## src/rtl/pw_match_sequencer.sv

```systemverilog
// pw_match_sequencer: multi-stage pw matcher trigger chain with inter-stage windows and holdoff/re-arm.
// Optional elapsed-cycle measurement is built when PW_MATCH_SEQ_ELAPSED_EN is defined.
module pw_match_sequencer #(
    parameter int pSTAGES      = 4,
    parameter int pWINDOW_BITS = 16
) (
    input  logic                    fe_clk,
    input  logic                    reset_i,
    input  logic                    I_enable,
    input  logic [2:0]              I_stages,
    input  logic [pWINDOW_BITS-1:0] I_window,
    input  logic [15:0]             I_holdoff,
    input  logic                    I_rearm,
    input  logic [pSTAGES-1:0]      I_stage_match,
    output logic [pSTAGES-1:0]      O_stage_arm,
    output logic [pSTAGES-1:0]      O_stage_clear,
    output logic                    O_trigger,
    output logic [2:0]              O_state,
    output logic [2:0]              O_current_stage,
    output logic [7:0]              O_timeout_count,
    output logic [15:0]             O_trigger_count,
    output logic [15:0]             O_elapsed
);
    typedef enum logic [2:0] {IDLE = 3'd0, CLEAR = 3'd1, ARMED = 3'd2, HOLDOFF = 3'd3, DONE = 3'd4} state_t;
    localparam logic [2:0] MAX_STAGES = 3'(pSTAGES);
    state_t                  state, state_n;
    logic [2:0]              stage, stage_n, n_stages, n_stages_n;
    logic [pWINDOW_BITS-1:0] window, window_n, wcnt, wcnt_n;
    logic [15:0]             hcnt, hcnt_n;
    logic [pSTAGES-1:0]      arm_n, clear_n;
    logic                    trig_n;
    logic [7:0]              tout_n;
    logic [15:0]             tcnt_n;
    logic                    hit, last, expire, hold_last;
    // O_stage_arm is one-hot on the current stage while ARMED, so it doubles as the match select
    assign hit       = (state == ARMED) && |(I_stage_match & O_stage_arm);
    assign last      = stage == n_stages - 3'd1;
    assign expire    = (stage != 3'd0) && (window != '0) && (wcnt + pWINDOW_BITS'(1) == window);
    assign hold_last = {1'b0, hcnt} + 17'd1 >= {1'b0, I_holdoff};
    assign O_state         = state;
    assign O_current_stage = stage;
    always_comb begin
        state_n    = state;
        stage_n    = stage;
        n_stages_n = n_stages;
        window_n   = window;
        wcnt_n     = '0;
        hcnt_n     = '0;
        arm_n      = '0;
        clear_n    = '0;
        trig_n     = 1'b0;
        tout_n     = O_timeout_count;
        tcnt_n     = O_trigger_count;
        if (!I_enable) begin
            state_n = IDLE;
            stage_n = 3'd0;
            clear_n = (state == IDLE) ? '0 : '1;
        end else begin
            case (state)
                IDLE: begin
                    state_n = CLEAR;
                    stage_n = 3'd0;
                    clear_n = '1;
                end
                CLEAR: begin
                    state_n    = ARMED;
                    stage_n    = 3'd0;
                    n_stages_n = (I_stages == 3'd0) ? 3'd1 : (I_stages > MAX_STAGES) ? MAX_STAGES : I_stages;
                    window_n   = I_window;
                    arm_n      = pSTAGES'(1);
                end
                ARMED: begin
                    if (hit && last) begin
                        state_n = HOLDOFF;
                        stage_n = 3'd0;
                        trig_n  = 1'b1;
                        tcnt_n  = O_trigger_count + 16'd1;
                        clear_n = '1;
                    end else if (hit) begin
                        stage_n = stage + 3'd1;
                        clear_n = O_stage_arm;
                        arm_n   = O_stage_arm << 1;
                    end else if (expire) begin
                        state_n = CLEAR;
                        stage_n = 3'd0;
                        clear_n = '1;
                        tout_n  = O_timeout_count + {7'd0, O_timeout_count != 8'hFF};
                    end else begin
                        arm_n  = O_stage_arm;
                        wcnt_n = (stage != 3'd0) ? wcnt + pWINDOW_BITS'(1) : '0;
                    end
                end
                HOLDOFF: begin
                    state_n = hold_last ? (I_rearm ? CLEAR : DONE) : HOLDOFF;
                    clear_n = (hold_last && I_rearm) ? '1 : '0;
                    hcnt_n  = hold_last ? '0 : hcnt + 16'd1;
                end
                DONE: state_n = DONE;
                default: state_n = IDLE;
            endcase
        end
    end
    always_ff @(posedge fe_clk) begin
        if (reset_i) begin
            state           <= IDLE;
            stage           <= 3'd0;
            n_stages        <= 3'd1;
            window          <= '0;
            wcnt            <= '0;
            hcnt            <= '0;
            O_stage_arm     <= '0;
            O_stage_clear   <= '0;
            O_trigger       <= 1'b0;
            O_timeout_count <= '0;
            O_trigger_count <= '0;
        end else begin
            state           <= state_n;
            stage           <= stage_n;
            n_stages        <= n_stages_n;
            window          <= window_n;
            wcnt            <= wcnt_n;
            hcnt            <= hcnt_n;
            O_stage_arm     <= arm_n;
            O_stage_clear   <= clear_n;
            O_trigger       <= trig_n;
            O_timeout_count <= tout_n;
            O_trigger_count <= tcnt_n;
        end
    end
`ifdef PW_MATCH_SEQ_ELAPSED_EN
    logic [15:0] ecnt, ecnt_inc;
    assign ecnt_inc = (ecnt == 16'hFFFF) ? ecnt : ecnt + 16'd1;
    always_ff @(posedge fe_clk) begin
        if (reset_i) begin
            ecnt      <= '0;
            O_elapsed <= '0;
        end else begin
            if (state == ARMED)
                ecnt <= (hit && stage == 3'd0) ? '0 : ecnt_inc;
            if (trig_n)
                O_elapsed <= (n_stages == 3'd1) ? '0 : ecnt_inc;
        end
    end
`else
    assign O_elapsed = '0;
`endif
endmodule

```

## config.mk

```make
export PLATFORM = sky130hd
export DESIGN_NAME = pw_match_sequencer
export DESIGN_NICKNAME = d
export VERILOG_FILES = /design/src/rtl/pw_match_sequencer.sv
export SDC_FILE = /design/constraint.sdc
export NUM_CORES = 1
export LEC_CHECK = 0
export ABC_AREA = 1
export CAP_MARGIN = 10
export CORE_MARGIN = 2
export CORE_UTILIZATION = 49
export CTS_BUF_LIST = sky130_fd_sc_hd__clkbuf_8
export DETAILED_ROUTE_END_ITERATION = 8
export PLACE_DENSITY = 0.79
export SLEW_MARGIN = 25
export SYNTH_ARGS = -nofsm -noshare
export SYNTH_HDL_FRONTEND = slang
export SYNTH_SLANG_ARGS = --single-unit
```

## constraint.sdc

```tcl
create_clock -name fe_clk -period 3 [get_ports fe_clk]
set_clock_uncertainty 0.1 [all_clocks]
set_input_delay 0.6 -clock fe_clk [delete_from_list [all_inputs] [get_ports fe_clk]]
set_output_delay 0.6 -clock fe_clk [all_outputs]
set_load 0.02 [all_outputs]
```

Word-level counts from Yosys, hierarchy flattened
Cells that the tools add are included.

Output and inout bits: 55. Register bits after elaboration: 90. Word-level logic and storage cells: 82. Input bits: 43.

Equal/unequal tests: 10. Mux-type cells: 24. Add/sub/neg operators: 7. Magnitude comparators: 2. Reduce and logical (&&, ||, !) cells: 21. Bitwise operators: 7.

Operators by type and width (number): 16-bit by 1-bit adder with 16-bit output, second input constant (3); 4-bit 2-to-1 mux (9); 3-bit 2-to-1 mux (10); 16-bit by 1-bit adder with 17-bit output, second input constant (1); 17-bit by 16-bit >= comparator with 1-bit output (1); 16-bit == test (1); 16-bit nonzero test (1); 3-bit one-hot mux with 5 select lines (1); 4-bit one-hot mux with 3 select lines (1); 8-bit by 1-bit adder with 8-bit output (1); 8-bit inequality test, second input constant (1); 4-bit one-hot mux with 2 select lines (1); 4-bit OR reduction (2); 7-bit OR reduction (1); 3-bit by 2-bit == test with 1-bit output, second input constant (2); 3-bit zero test (2); 3-bit by 2-bit inequality test with 1-bit output, second input constant (2); 1-bit NOT (6); 3-bit one-hot mux with 2 select lines (1); 2-bit AND reduction (3); 1-bit logical AND (5); 5-bit AND reduction (1); 4-bit AND (1); 4-bit by 3-bit inequality test with 1-bit output, second input constant (1); 12 further kinds (13).

Logic depth before layout (Yosys ltp)
Gate-level depths: netlist of the first run.

Word-level depth: 8. Depth in mapped cells: 22.

Worst setup path before layout of the first run
Ideal clock, no wire load.

Kind: reg2reg. Start point: register hcnt[0]. End point: register hcnt[10]. Data arrival time: 2.923 ns. Path buffers: 2. Path slack: -0.087 ns. Cell stages (with the launch flop): 22. Cells stage by stage: dfxtp_1 -> ha_1 -> nand2_1 -> inv_1 -> nand2_1 -> nor2_1 -> inv_1 -> nor2_1 -> nand2_1 -> nor3_1 -> xnor2_1 -> inv_1 -> ha_1 -> a21oi_1 -> nand3b_1 -> nand3_1 -> nor2_1 -> nand4_1 -> or2_2 -> buf_6 -> clkbuf_8 -> nor2_1.

Cells in the longest elaborated chain, start to end: 3.

Ends and longest elaborated chain: from (decl) (RTL line 29) `logic [15:0] hcnt, hcnt_n;`; from (signal assigned) (RTL line 122) `hcnt <= hcnt_n;`; 16-bit by 1-bit adder with 17-bit output (RTL line 39) `assign hold_last = {1'b0, hcnt} + 17'd1 >= {1'b0, I_holdoff};`; 17-bit by 16-bit >= comparator with 1-bit output (RTL line 39); 4-bit OR reduction (no line).

Parallel ways exist; a longest one is shown, timed or not. A chain may end at the register's enable or synchronous reset.

Worst setup path in the final report of the first run
Start point: register hcnt[1]. End point: register hcnt[6].

The elaborated chain is that of the path after synthesis.

==> results of run 1 <==
-- state kept, by name (all words and copies together) (netlist names), 4 cells and up --
register and count:
O_trigger_count 16, O_timeout_count 8, hcnt 16, window 16
wcnt 16, O_stage_arm 4, O_stage_clear 4
-- worst max-delay path, stage by stage (launching register included) --
cell and delay, ns:
dfxtp_2 0.37, ha_4 0.14, nand2_2 0.05, inv_2 0.07, nand2_4 0.05, nor2_4 0.10, inv_2 0.06, nor2_4 0.13
nand2_4 0.10, nor2_4 0.11, xor2_1 0.21, inv_1 0.11, ha_4 0.26, a21oi_2 0.14, o21ai_1 0.09, nand4_1 0.09
nand3_1 0.09, nor2_2 0.15, nand4_1 0.16, buf_4 0.18, or2_4 0.28, nor2_1 0.11
-- per-layer routing --
| metal | up-vias | wire length, µm | global-route usage |
|---|---|---|---|
| met1 | 2336 | 5770 | 0.267 |
| met2 | 136 | 6350 | 0.390 |
| met5 | - | 0 | 0 |
| met3 | 30 | 757 | 0.0575 |
| li1 | 2705 | - | - |
| met4 | 0 | 333 | 0.0696 |
-- logic make-up after synthesis --
| group | share of synthesized area |
|---|---|
| and+or+nand+nor | 0.345 |
| adders and majority gates | 0.0573 |
| DFF | 0.344 |
| AOI/OAI and AO/OA | 0.0920 |
| xor gates and xnor gates | 0.0263 |
| buffers and inverters | 0.134 |
| other | 0.000716 |
-- where the power goes --
part	total (µW)	internal, µW	switching [µW]	leakage (µW)
clock network	886	415	471	0.0000995
registers	1230	1210	14.6	0.000731
logic	253	116	137	0.00209
-- what timing repair did --
| action | 4_1_cts | 5_1_grt |
|---|---|---|
| setup buffers | 16 | 6 |
| resized for setup | 17 | 42 |
| pin swaps | 17 | 34 |
| setup endpoints to repair | 20 | 26 |
| gates cloned | 0 | 1 |
-- worst min path at each step --
stage	start	endpoint	slack [ns]
2_1_floorplan	hcnt[0]	hcnt[0]	0.31
3_3_place_gp	n_stages[1]	n_stages[1]	0.36
3_5_place_dp	n_stages[1]	n_stages[1]	0.36
4_1_cts	n_stages[1]	n_stages[1]	0.38
5_1_grt	n_stages[1]	n_stages[1]	0.40
6_report	n_stages[1]	n_stages[1]	0.38
-- through the flow --
step                instances  worst slack (ns)  utilization   TNS, ns  power [µW]
finish                   1048            -0.210        0.663     -2.82        2370
global route             1048            -0.356        0.663     -5.91        2450
CTS                      1043          -0.00796        0.644  -0.00796        2380
detailed placement       1012            -0.160        0.606     -2.09        1500
global placement         1012           -0.0301        0.606    -0.110        1500
floorplan                 802           0.00409            -         0        1410
-- synthesized netlist by cell type --
cell,instances,area [µm²]
buf_4,17,128
and3_2,1,7.51
o211ai_1,1,7.51
nand3_2,1,10.0
a221oi_1,1,8.76
o21bai_1,3,22.5
a21oi_1,54,270
nor4_1,6,37.5
o21ai_0,30,150
nand3_1,63,315
inv_1,129,484
o21a_1,2,15.0
nor3_1,11,55.1
dfxtp_1,90,1800
clkbuf_1,9,33.8
nand4_1,18,113
nand2_1,177,664
a21boi_0,1,7.51
nor2_1,97,364
nor3_2,1,10.0
and3_1,2,12.5
xor2_1,11,96.3
nand3_4,1,17.5
xor3_1,1,23.8
ha_1,24,300
buf_6,3,33.8
inv_2,3,11.3
xnor2_1,2,17.5
clkbuf_8,1,13.8
nor3b_2,1,12.5
nand3b_1,3,22.5
nand2_2,2,12.5
or2_2,3,18.8
conb_1,1,3.75
nor2_4,4,45.0
nor3b_1,3,22.5
nand4_2,1,12.5
nor2_2,9,56.3
-- cell type report --
type,instances,area [µm²],share of cell area
clock buffers,10,138,0.0200
clock inverters,6,71.3,0.0104
inverters,132,495,0.0721
multi-input cells,551,3060,0.445
flip-flops and latches,90,1810,0.263
well taps,136,170,0.0248
repair buffers,123,1130,0.164
==> results.json, run 1 <==
{
  "grtUsageTotal": 0.223,
  "path_max_fanout": 8,
  "io_pins": 98,
  "insertedDiodeCount": 0,
  "setup.worst_path.start_class": "flip-flop",
  "min_path_type": "flip-flop to flip-flop",
  "die_w_um": 107,
  "hold_violations": 0,
  "violations": "setup timing",
  "max_freq_mhz": 312,
  "rr_endpoint": "hcnt[6]",
  "layout_common_cells": "169 x nand2_1, 124 x inv_1, 86 x nor2_1",
  "cp-endpoint": "hcnt[6]",
  "drc_errors": 0,
  "dieArea_um2": 11500,
  "clkSinkCount": 90,
  "layout_commonest_cell": "nand2_1",
  "drt_iter0_drc": 211,
  "max_slew.worst_pin.slew_ns": 0.745,
  "netlist_area_um2": 5240,
  "clk_pin_slew_worst_paths_ns": 0.10,
  "timing.rr.start": "hcnt[1]",
  "period_needed_ns": 3.21,
  "detail_route.vias_per_cell": 4.97,
  "status": "finished with violations",
  "peakVddDrop_v": 0.000289,
  "fin_ws_ns": -0.210,
  "rsz0062_at_grt": "true",
  "cts_root_buffer": "clkbuf_8",
  "hold_buffers": 0,
  "ant_nets": 0,
  "p_leak_uw": 0.00292,
  "ys_warn_count": 0,
  "cts_max_level": 3,
  "cp-end-kind": "flip-flop",
  "drv_cap": 0,
  "place_congestion": 0.888,
  "clockBufferDepth": 2,
  "routed_wl_um": 13200,
  "fin_nets": 974,
  "gr-total-overflow": 0,
  "stdcell_area_um2": 6870,
  "max-slew-margin-rel": 0.503,
  "ys_seq_elements": 90,
  "path_class": "flip-flop to flip-flop",
  "post-route-period-util": 1.07,
  "grt_max_degree": 29,
  "dp_hpwl_um": 9280,
  "die_y_um": 107,
  "synth.distinct_cells": 38,
  "start_util": 0.505,
  "synthCells": 787,
  "drive_above_1_share": 0.149,
  "cts_buffers": 9,
  "fill_cells": 908,
  "grt_pass1_vias": 4763,
  "cts_tree": "built",
  "grt_pass1_wl_um": 20800,
  "std_cell_rows": 37,
  "via_count": 5207,
  "clkLatencyLatePin_ns": 0.37,
  "drtPass1Iterations": 5,
  "antenna_found_initial": 0,
  "cp-startpoint": "hcnt[1]",
  "port_buffers": 81,
  "crit_arrival_ns": 3.42,
  "rr_worst_depth": 21,
  "slew_viol_final": 0,
  "syn_area_per_cell_um2": 6.66,
  "hold_depth": 2,
  "setup_viol": 21,
  "wl_per_cell_um": 12.6,
  "core-area_um2": 10400,
  "required_ns": 3.21,
  "reg2reg_slack_ns": -0.21,
  "holdWs_ns": 0.377,
  "syn2layout_area_growth_pct": 31.2,
  "place_area_um2": 6280,
  "power_density_nw_per_um2": 344,
  "seq_area_frac_synth": 0.344
}
(Power assumes the default switching activity.)
==> run 2: changes to the inputs <==
--- a/config.mk
+++ b/config.mk
@@ -8,10 +8,10 @@
 export ABC_AREA = 1
 export CAP_MARGIN = 10
 export CORE_MARGIN = 2
-export CORE_UTILIZATION = 49
+export CORE_UTILIZATION = 40
 export CTS_BUF_LIST = sky130_fd_sc_hd__clkbuf_8
 export DETAILED_ROUTE_END_ITERATION = 8
-export PLACE_DENSITY = 0.79
+export PLACE_DENSITY = 0.66
 export SLEW_MARGIN = 25
 export SYNTH_ARGS = -nofsm -noshare
 export SYNTH_HDL_FRONTEND = slang
==> results.json, run 2 (synthesis results as in run 1) <==
{
  "via_count": 4977,
  "cp_num_buf_inv": 3,
  "dieArea_um2": 14000,
  "io_pins": 98,
  "critPathMostFrequentCell": "nor2_2",
  "antenna_found_initial": 0,
  "busiest_layer": "met2",
  "max-slew-margin-rel": 0.539,
  "max_freq_mhz": 317,
  "drive_above_1_share": 0.140,
  "hold_violations": 0,
  "detail_route.vias_per_cell": 4.63,
  "final_cells": 1076,
  "start_util": 0.412,
  "min_path_type": "flip-flop to flip-flop",
  "stdcell_area_um2": 6820,
  "die_y_um": 118,
  "post-route-period-util": 1.05,
  "port_buffers": 81,
  "grt_max_degree": 30,
  "use_met3": 0.0468,
  "drt_iter0_drc": 281,
  "rsz0062_at_grt": "true",
  "place_area_um2": 6350,
  "dp_hpwl_um": 9280,
  "power_density_nw_per_um2": 339,
  "period_needed_ns": 3.16,
  "ant_nets": 0,
  "dp_cells": 1051,
  "clkLatencyLatePin_ns": 0.39,
  "clkSinkCount": 90,
  "layout_common_cells": "167 x nand2_1, 127 x inv_1, 87 x dfxtp_1",
  "drv_cap": 0,
  "clockBufferDepth": 2,
  "drc_errors": 0,
  "grt_pass1_vias": 4437,
  "cts_tree": "built",
  "drtPass1Iterations": 7,
  "max_slew.worst_pin.slew_ns": 0.690,
  "setup-tns-final_ns": -2.01,
  "fin_ws_ns": -0.157,
  "path_max_fanout": 8,
  "setup_viol": 21,
  "cts_max_level": 3,
  "use_met2": 0.287,
  "grtUsageTotal": 0.178,
  "clk_pin_slew_worst_paths_ns": 0.10,
  "insertedDiodeCount": 0,
  "cp-end-kind": "flip-flop",
  "std_cell_rows": 41,
  "syn2layout_area_growth_pct": 30.1,
  "critPathSlowestCell": "dfxtp_2",
  "crit_arrival_ns": 3.37,
  "routed_wl_um": 12700,
  "fill_cells": 1314,
  "holdWs_ns": 0.368,
  "place_congestion": 0.826,
  "slew_viol_final": 0,
  "setup.worst_path.start_class": "flip-flop",
  "status": "finished with violations",
  "grt_pass1_wl_um": 20600,
  "met1_usage": 0.234,
  "die_w_um": 118,
  "fin_nets": 966,
  "cts_buffers": 9,
  "cts_root_buffer": "clkbuf_8",
  "layout_commonest_cell": "nand2_1",
  "p_leak_uw": 0.00284,
  "crit_family": "simple AND/OR/NAND/NOR gates",
  "violations": "setup timing",
  "peakVddDrop_v": 0.000344,
  "wl_per_cell_um": 11.8,
  "gr-total-overflow": 0,
  "required_ns": 3.21,
  "path_class": "flip-flop to flip-flop",
  "core-area_um2": 12700,
  "crit_path_cell_trace": "ha_4, nand2_2, inv_2, nand2_2, nor2_2, inv_1, nor2_2, nand2_2, nor2_2, xor2_1, inv_1, ha_4, a21oi_2, o21ai_1, nand4_1, nand3_1, nor2_2, nand4_1, or2_4, nor3_4",
  "max_stage_delay_ns": 0.36
}
==> run 2: layer usage <==
layer	wire [µm]	part of all wire	vias to the layer above
met3	737	0.058	14
met5	0	0	-
met2	5840	0.46	100
li1	-	-	2690
met4	145	0.011	0
met1	5950	0.47	2173
==> run 2: path summary, 6_finish.rpt <==
check | startpoint | endpoint | slack [ns] | depth (start not counted)
max | hcnt[1] | hcnt[2] | -0.16 | 20
min | n_stages[1] | n_stages[1] | 0.37 | 2
max reg2reg | hcnt[1] | hcnt[2] | -0.16 | 20
min reg2reg | n_stages[1] | n_stages[1] | 0.37 | 2
==> run 2: through the flow <==
stage | util | total power, µW | setup WS [ns]
2_1_floorplan | - | 1410 | 0.00409
3_3_place_gp | 0.499 | 1500 | -0.0449
3_5_place_dp | 0.499 | 1500 | -0.179
4_1_cts | 0.523 | 2340 | -0.00120
5_1_grt | 0.536 | 2420 | -0.357
6_report | 0.536 | 2310 | -0.157
==> run 2: repair_timing <==
action / 4_1_cts / 5_1_grt
buffers inserted: 5 / 5
pin swaps: 14 / 32
gates cloned: 0 / 1
setup endpoints to repair: 20 / 34
resized for setup: 16 / 35
hold buffers: 0 / 0
==> run 2: layout make-up <==
class | instances | area, µm² | area share
Timing Repair Buffer | 115 | 1070 | 0.156
Clock buffer | 9 | 124 | 0.0182
Inverter | 132 | 495 | 0.0727
Multi-Input combinational cell | 551 | 3040 | 0.446
Tap cell | 172 | 215 | 0.0316
Clock inverter | 7 | 68.8 | 0.0101
Sequential cell | 90 | 1810 | 0.265
==> run 2: report_power, final <==
group	total [µW]	switching, µW	internal, µW
Clock	832	506	326
Combinational	254	137	118
Sequential	1230	13.8	1210
Total	2310	657	1660
==> run 2: worst min-delay path, stage by stage, from the launching register on <==
cell	delay [ns]
dfxtp_1	0.32
nand2_1	0.06
a21oi_1	0.05
==> run 3: changes to the inputs <==
--- a/config.mk
+++ b/config.mk
@@ -11,7 +11,9 @@
 export CORE_UTILIZATION = 40
 export CTS_BUF_LIST = sky130_fd_sc_hd__clkbuf_8
 export DETAILED_ROUTE_END_ITERATION = 8
+export MAX_ROUTING_LAYER = met4
 export PLACE_DENSITY = 0.66
+export SKIP_LAST_GASP = 1
 export SLEW_MARGIN = 25
 export SYNTH_ARGS = -nofsm -noshare
 export SYNTH_HDL_FRONTEND = slang
==> results.json, run 3 (synthesis results as in run 1) <==
{
  "status": "finished with violations",
  "violations": "setup timing",
  "ant_nets": 0,
  "die_y_um": 118,
  "cp_num_buf_inv": 3,
  "reg2reg_slack_ns": -0.12,
  "period_needed_ns": 3.12,
  "p_leak_uw": 0.00283,
  "fill_cells": 1318,
  "rr_worst_depth": 20,
  "cts_root_buffer": "clkbuf_8",
  "wl_per_cell_um": 11.7,
  "cts_tree": "built",
  "setup.worst_path.start_class": "flip-flop",
  "start_util": 0.412,
  "drt_iter0_drc": 312,
  "crit_family": "simple AND/OR/NAND/NOR gates",
  "grt_pass1_vias": 4462,
  "hold_violations": 0,
  "crit_arrival_ns": 3.32,
  "hold_depth": 2,
  "layout_common_cells": "174 x nand2_1, 127 x inv_1, 87 x dfxtp_1",
  "std_cell_rows": 41,
  "antenna_found_initial": 0,
  "hold_buffers": 0,
  "syn2layout_area_growth_pct": 29.0,
  "cp-endpoint": "hcnt[2]",
  "place_area_um2": 6350,
  "peakVddDrop_v": 0.000342,
  "path_max_fanout": 8,
  "power_density_nw_per_um2": 341,
  "insertedDiodeCount": 0,
  "cp-startpoint": "hcnt[1]",
  "place_congestion": 0.839,
  "dieArea_um2": 14000,
  "cp-end-kind": "flip-flop",
  "path_class": "flip-flop to flip-flop",
  "cts_max_level": 3,
  "crit_path_cell_trace": "ha_4, nand2_2, inv_2, nand2_2, nor2_2, inv_1, nor2_2, nand2_2, nor2_2, xor2_1, inv_1, ha_4, a21oi_2, o21ai_1, nand4_1, nand3_1, nor2_2, nand4_1, or2_4, nor3_4",
  "detail_route.vias_per_cell": 4.61,
  "drtPass1Iterations": 7,
  "critPathSlowestCell": "dfxtp_2",
  "routed_wl_um": 12500,
  "drc_errors": 0,
  "cp.depth": 20,
  "clk_pin_slew_worst_paths_ns": 0.10,
  "die_w_um": 118,
  "max_freq_mhz": 321,
  "hp-start": "n_stages[1]",
  "max-slew-margin-rel": 0.538,
  "gr-total-overflow": 0,
  "dp_cells": 1051,
  "rr_endpoint": "hcnt[2]",
  "final_cells": 1075,
  "grt_pass1_wl_um": 20500,
  "drive_above_1_share": 0.126,
  "post-route-period-util": 1.04,
  "rsz0062_at_grt": "true",
  "max_slew.worst_pin.slew_ns": 0.692,
  "fin_nets": 965,
  "required_ns": 3.20,
  "io_pins": 98,
  "cts_buffers": 9,
  "setup_viol": 17,
  "clockBufferDepth": 2,
  "grtUsageTotal": 0.182,
  "layout_commonest_cell": "nand2_1",
  "port_buffers": 81,
  "max_stage_delay_ns": 0.36,
  "grt_max_degree": 30,
  "core-area_um2": 12700,
  "clkSinkCount": 90,
  "dp_hpwl_um": 9280,
  "timing.rr.start": "hcnt[1]",
  "via_count": 4952,
  "clkLatencyLatePin_ns": 0.38,
  "power.total_uw": 2300,
  "min_path_type": "flip-flop to flip-flop",
  "setup-tns-final_ns": -1.00,
  "drv_cap": 0,
  "critPathMostFrequentCell": "nor2_2",
  "slew_viol_final": 0,
  "stdcell_area_um2": 6760,
  "fin_ws_ns": -0.116
}
[run 3: timing repair]
action,4_1_cts,5_1_grt
buffers inserted,5,5
pin swaps,14,22
gates resized for setup,12,28
endpoints found under the setup margin,20,35
gates cloned,0,1
[run 3: routing by layer]
metal	GRT usage	up-vias	share of wire
met2	0.286	104	0.46
li1	-	2682	-
met5	-	-	0
met3	0.0560	8	0.054
met4	0.0402	0	0.0062
met1	0.232	2158	0.48
[run 3: per-stage QoR]
step	util	setup WS, ns	hold slack (ns)
after floorplan	-	0.00409	0.306
after detailed placement	0.499	-0.179	0.356
after global placement	0.499	-0.0449	0.361
after global routing	0.531	-0.394	0.398
final	0.531	-0.116	0.368
after CTS	0.520	-0.0431	0.371
[run 3: worst reg2reg max path, cell delays in order, from the launching register on]
cell	delay (ns)
dfxtp_2	0.36
ha_4	0.14
nand2_2	0.05
inv_2	0.06
nand2_2	0.06
nor2_2	0.13
inv_1	0.07
nor2_2	0.13
nand2_2	0.11
nor2_2	0.12
xor2_1	0.19
inv_1	0.10
ha_4	0.25
a21oi_2	0.12
o21ai_1	0.07
nand4_1	0.08
nand3_1	0.09
nor2_2	0.14
nand4_1	0.17
or2_4	0.36
nor3_4	0.14
[run 3: worst min path at each step]
| stage | endpoint | slack, ns |
|---|---|---|
| global route | n_stages[1] | 0.40 |
| CTS | n_stages[1] | 0.37 |
| finish | n_stages[1] | 0.37 |
| detailed placement | n_stages[1] | 0.36 |
| floorplan | hcnt[0] | 0.31 |
| global placement | n_stages[1] | 0.36 |
[run 3: cell type report]
cell class                      instances  area (µm²)  area share
Sequential cell                        90        1810       0.267
Clock buffer                            9         124      0.0183
Inverter                              132         495      0.0733
Clock inverter                          7        68.8      0.0102
Multi-Input combinational cell        551        2990       0.442
Timing Repair Buffer                  114        1060       0.157
Tap cell                              172         215      0.0318
[run 3: power breakdown]
| part | switching (µW) | internal (µW) | total (µW) |
|---|---|---|---|
| sequential | 13.9 | 1210 | 1230 |
| clock | 504 | 326 | 830 |
| combinational | 132 | 115 | 247 |
